`src/rtl/event_counter_gen.sv`:
```
// Key-press event counter: synchronised, debounced, edge-detected key captures the
// switch word onto the LEDs and (if qualified) advances a counter shown on hex digits.
module event_counter_gen #(
  parameter int SW_W            = 10,
  parameter int DIGITS          = 2,
  parameter int DEBOUNCE_CYCLES = 4,
  parameter int MIN_ONES        = 0,
  parameter int SATURATE        = 0
) (
  input  logic                  clk100_i,
  input  logic                  rstn_i,
  input  logic [SW_W-1:0]       sw_i,
  input  logic                  key_i,
  output logic [SW_W-1:0]       ledr_o,
  output logic [7*DIGITS-1:0]   hex_o,
  output logic                  ovf_o
);

  localparam int CNT_W = 4 * DIGITS;
  localparam int DB_W  = $clog2(DEBOUNCE_CYCLES + 1);
  localparam int POP_W = $clog2(SW_W + 1);
  localparam logic [DB_W-1:0] DB_LAST = DB_W'(DEBOUNCE_CYCLES - 1);

  logic             r_sync1;
  logic             r_sync2;
  logic             r_key_db;
  logic             r_key_db_d;
  logic [DB_W-1:0]  r_db_cnt;
  logic             r_strobe;
  logic [CNT_W-1:0] r_count;
  logic [SW_W-1:0]  r_ledr;
  logic             r_ovf;
  logic [7*DIGITS-1:0] r_hex;

  logic [POP_W-1:0] w_ones;
  logic             w_qualified;
  logic             w_cnt_max;

  function automatic logic [6:0] seg7(input logic [3:0] nib);
    case (nib)
      4'h0: seg7 = 7'b1000000;
      4'h1: seg7 = 7'b1111001;
      4'h2: seg7 = 7'b0100100;
      4'h3: seg7 = 7'b0110000;
      4'h4: seg7 = 7'b0011001;
      4'h5: seg7 = 7'b0010010;
      4'h6: seg7 = 7'b0000010;
      4'h7: seg7 = 7'b1111000;
      4'h8: seg7 = 7'b0000000;
      4'h9: seg7 = 7'b0010000;
      4'hA: seg7 = 7'b0001000;
      4'hB: seg7 = 7'b0000011;
      4'hC: seg7 = 7'b1000110;
      4'hD: seg7 = 7'b0100001;
      4'hE: seg7 = 7'b0000110;
      default: seg7 = 7'b0001110;
    endcase
  endfunction

  always_comb begin
    w_ones = '0;
    for (int i = 0; i < SW_W; i++) begin
      w_ones = w_ones + POP_W'(sw_i[i]);
    end
  end

  assign w_qualified = (int'(w_ones) >= MIN_ONES);
  assign w_cnt_max   = &r_count;

  // key_db only follows key_s after it has differed for DEBOUNCE_CYCLES consecutive cycles.
  always_ff @(posedge clk100_i) begin
    if (!rstn_i) begin
      r_sync1    <= 1'b1;
      r_sync2    <= 1'b1;
      r_key_db   <= 1'b1;
      r_key_db_d <= 1'b1;
      r_db_cnt   <= '0;
      r_strobe   <= 1'b0;
    end else begin
      r_sync1 <= key_i;
      r_sync2 <= r_sync1;
      if (r_sync2 == r_key_db) begin
        r_db_cnt <= '0;
      end else if (r_db_cnt == DB_LAST) begin
        r_key_db <= r_sync2;
        r_db_cnt <= '0;
      end else begin
        r_db_cnt <= r_db_cnt + DB_W'(1);
      end
      r_key_db_d <= r_key_db;
      r_strobe   <= r_key_db_d & ~r_key_db;
    end
  end

  always_ff @(posedge clk100_i) begin
    if (!rstn_i) begin
      r_count <= '0;
      r_ledr  <= '0;
      r_ovf   <= 1'b0;
    end else if (r_strobe) begin
      r_ledr <= sw_i;
      if (w_qualified) begin
        if (!w_cnt_max) begin
          r_count <= r_count + CNT_W'(1);
        end else begin
          r_ovf <= 1'b1;
          if (SATURATE == 0) r_count <= '0;
        end
      end
    end
  end

  // Display trails the counter by one cycle.
  always_ff @(posedge clk100_i) begin
    if (!rstn_i) begin
      r_hex <= {DIGITS{7'b1000000}};
    end else begin
      for (int d = 0; d < DIGITS; d++) begin
        r_hex[7*d +: 7] <= seg7(r_count[4*d +: 4]);
      end
    end
  end

  assign ledr_o = r_ledr;
  assign hex_o  = r_hex;
  assign ovf_o  = r_ovf;

endmodule
```
`config.mk`:
```
export PLATFORM = sky130hd
export DESIGN_NAME = event_counter_gen
export DESIGN_NICKNAME = d
export VERILOG_FILES = /design/src/rtl/event_counter_gen.sv
export SDC_FILE = /design/constraint.sdc
export NUM_CORES = 1
export LEC_CHECK = 0
export ABC_AREA = 1
export BUFFER_PORTS_ARGS = -buffer_cell sky130_fd_sc_hd__buf_2
export CORE_MARGIN = 2
export CORE_UTILIZATION = 46
export CTS_BUF_LIST = sky130_fd_sc_hd__clkbuf_8
export CTS_CLUSTER_DIAMETER = 120
export DETAILED_ROUTE_END_ITERATION = 8
export PLACE_DENSITY = 0.7
export SKIP_LAST_GASP = 1
export SLEW_MARGIN = 25
export SYNTH_ARGS = -nofsm -noshare
export SYNTH_HDL_FRONTEND = slang
export SYNTH_SLANG_ARGS = --single-unit
```
`constraint.sdc`:
```
create_clock -name clk100_i -period 1.6 [get_ports clk100_i]
set_input_delay 0 -clock clk100_i [delete_from_list [all_inputs] [get_ports clk100_i]]
set_output_delay 0 -clock clk100_i [all_outputs]
set_load 0.01 [all_outputs]
```
==> summary.md <==
| Metric | Value |
|---|---|
| Endpoint class of the critical path | `flop` |
| Unrepaired setup endpoints after global routing | `no` |
| Die width | `67.2 um` |
| Max transition margin | `0.742` |
| Place WS | `~270 ps` |
| DRC viols | `0` |
| Die Span Y | `67.2 um` |
| CP Cell Sequence | `inv_1, ha_1, o21ai_0, nand2_1, a21oi_1` |
| CTS buffer count | `5` |
| Num ports | `38` |
| Crit-path leading delay family | `flip-flops` |
| Die area | `4510 sq um` |
| Final min period | `1360 ps` |
| Clk_lat worst skew | `290 ps` |
| Largest net degree at the start of global routing | `21` |
| DRT iter0 DRCs | `85` |
| Setup TNS | `0 ps` |
| Most frequent cell after synthesis | `nand2_1` |
| Worst Path Required | `1830 ps` |
| Synth top area share | `0.447` |
| Core Box Area | `3740 sq um` |
| Buf/Inv on CP | `1` |
| Routability cong. | `a little over 0.8` |
| Setup ws final | `241 ps` |
| Rows | `22` |
| CTS max path bufs | `2` |
| Post-route ant nets | `0` |
| FF+latch count, synth | `slightly above 40` |
| LEAKAGE | `1.06 nW` |
| Worst Skew | `4.59 ps` |
| Synthesized area | `1840 sq um` |
| Yosys cell types | `25` |
| VDD IR-drop max | `approximately 0.57 mV` |
| Root buf cell | `clkbuf_8` |
| DR vias | `1,560` |
| Fraction of layout cells with a size suffix above 1 | `0.213` |
| Ys async rst share | `0` |
| Clk pin slew, worst setup/hold paths | `80 ps` |
| Post-synth top cells | `46 x nand2_1, 41 x dfxtp_1, 37 x nor2_1` |
| Worst-path fanout max | `7` |
| ANT cells | `0` |
| Synth Flop Type | `dfxtp_1` |
| Gr ovfl total | `0` |
| Number of synthesized flops with an enable pin | `0` |
| Pwr dens | `approximately 770 nW/um^2` |
| FILL cells | `~350` |
| Max incr delay on CP | `440 ps` |
| Vias per std cell | `4.67` |
| Area contributors post-synth | `dfxtp_1 45%, ha_1 11%, nand2_1 9.4%, nor2_1 7.6%, o21ai_0 5.7%` |
| CP max stage cell | `dfxtp_1` |
| Hold WC Path Type | `primary input to flop` |
| Initial antenna violation count | `0` |
| Initial DRT Pass Iterations | `4` |
| CTS tree | `done` |
| Status | `completed` |
| Initial core utilization | `0.490` |
| Crit path DAT | `1580 ps` |
| Max frequency | `~0.74 GHz` |
| Worst Setup Start Kind | `flop` |
| HPWL after DPL | `2470 um` |
| Post-synth top area cell | `dfxtp_1` |
| Final setup violating endpoints | `0` |
| Vias in the first global route | `between 1,000 and 1,500` |
| First-pass GRT wire length | `6280 um` |
| H-tree levels | `2` |
| Syn_area_per_cell | `7.88 sq um` |
| MaxCap Viol Count | `0` |
| Final period util | `0.849` |
| Post-synthesis cell count | `roughly 230` |
| DR WL/cell | `10.8 um` |
| Clock sink total | `41` |
| Port bufs | `37` |
| Crit path kind | `flop to flop` |
| Nets | `about 310` |
| Worst slew pin tran | `386 ps` |
| Wirelength, routed | `3620 um` |
| Number of warnings issued by yosys | `0` |
| Final-report max-slew violation count | `0` |
| # resized after CTS | `0` |
| Final hold vios | `0` |
| Syn nets | `262` |
| Area Growth Syn to Fin | `23.2%` |
| Total GRT Usage | `0.187` |
| Register area share after synthesis | `0.447` |
[flip-flops by register name, indices dropped and copies added, names as in the netlist]
register and count:
ovf_o 1, r_sync1 1, r_count 8, ledr_o 10, r_sync2 1, r_strobe 1
r_key_db_d 1, r_db_cnt 3, r_key_db 1, hex_o 14
[metal layers]
layer	track usage	part of all wire	vias to the layer above
met3	0.0567	0.052	6
li1	-	-	847
met2	0.282	0.42	41
met4	0.0791	0.017	0
met5	0	0	-
met1	0.247	0.51	666
[what timing repair did]
item	CTS	global route
endpoints found under the setup margin	0	0
endpoints found under the hold margin	11	0
hold buffers	11	0
buffers inserted	0	0
[tightest hold or removal path: cells and delay by family]
family	cells	cell delay, ps
buf+inv	2	230
simple gates	1	130
[final cells by class]
type	count	area, sq um	area share
Clock inverter	3	17.5	0.00775
Timing Repair Buffer	54	340	0.151
Multi-Input combinational cell	164	880	0.389
Inverter	19	73.8	0.0327
Sequential cell	41	821	0.363
Clock buffer	5	68.8	0.0304
Tap cell	48	60.1	0.0266
[path summary, 6_finish.rpt]
check	start	end	slack (ps)	depth (start not counted)
max	r_count[4]	hex_o[10]	240	5
min	rstn_i	r_count[2]	100	3
max reg2reg	r_count[4]	hex_o[10]	240	5
min reg2reg	r_sync1	r_sync2	420	1
[cell families (layout without fill, tap and decap cells)]
family	after synthesis	after routing	share of synthesized area
AOI/OAI and AO/OA	43	43	0.124
xor gates and xnor gates	2	2	0.00955
adders and majority gates	16	16	0.109
buffers and inverters	28	81	0.0736
DFF	41	41	0.447
and+or+nand+nor	103	103	0.237
[where the power goes]
part	switching, W	leakage [nW]	internal (W)
clock network	0.000360	0.0439	0.000301
registers	0.00000169	0.331	0.00102
logic	0.0000240	0.686	0.0000342
[per-stage QoR]
stage,cells,util,power [W],hold WS (ps),instance area (sq um)
after floorplan,233,-,0.00107,89.2,1840
after global placement,315,0.551,0.00109,187,2060
after detailed placement,315,0.551,0.00109,191,2060
after CTS,334,0.604,0.00178,103,2260
after global routing,334,0.604,0.00182,119,2260
final,334,0.604,0.00174,104,2260
[cells in the final DEF, fill, tap and decap left out]
master and instances:
a21oi_1 17, clkbuf_8 5, inv_1 15, ha_1 16, nor2_4 2, xor2_1 2, nand2_2 1, nand3_1 13
nor2_1 37, or2_2 2, clkinv_2 2, o21ai_0 21, inv_2 2, nand2_4 1, nor3_1 1, dfxtp_1 41
o21a_1 1, dlygate4sd3_1 11, buf_4 6, a21oi_2 1, o22ai_1 1, o211ai_1 2, inv_4 1, clkinv_1 1
buf_2 37, nand2_1 46, clkinvlp_4 1
Power figures use the tool's default switching activity.
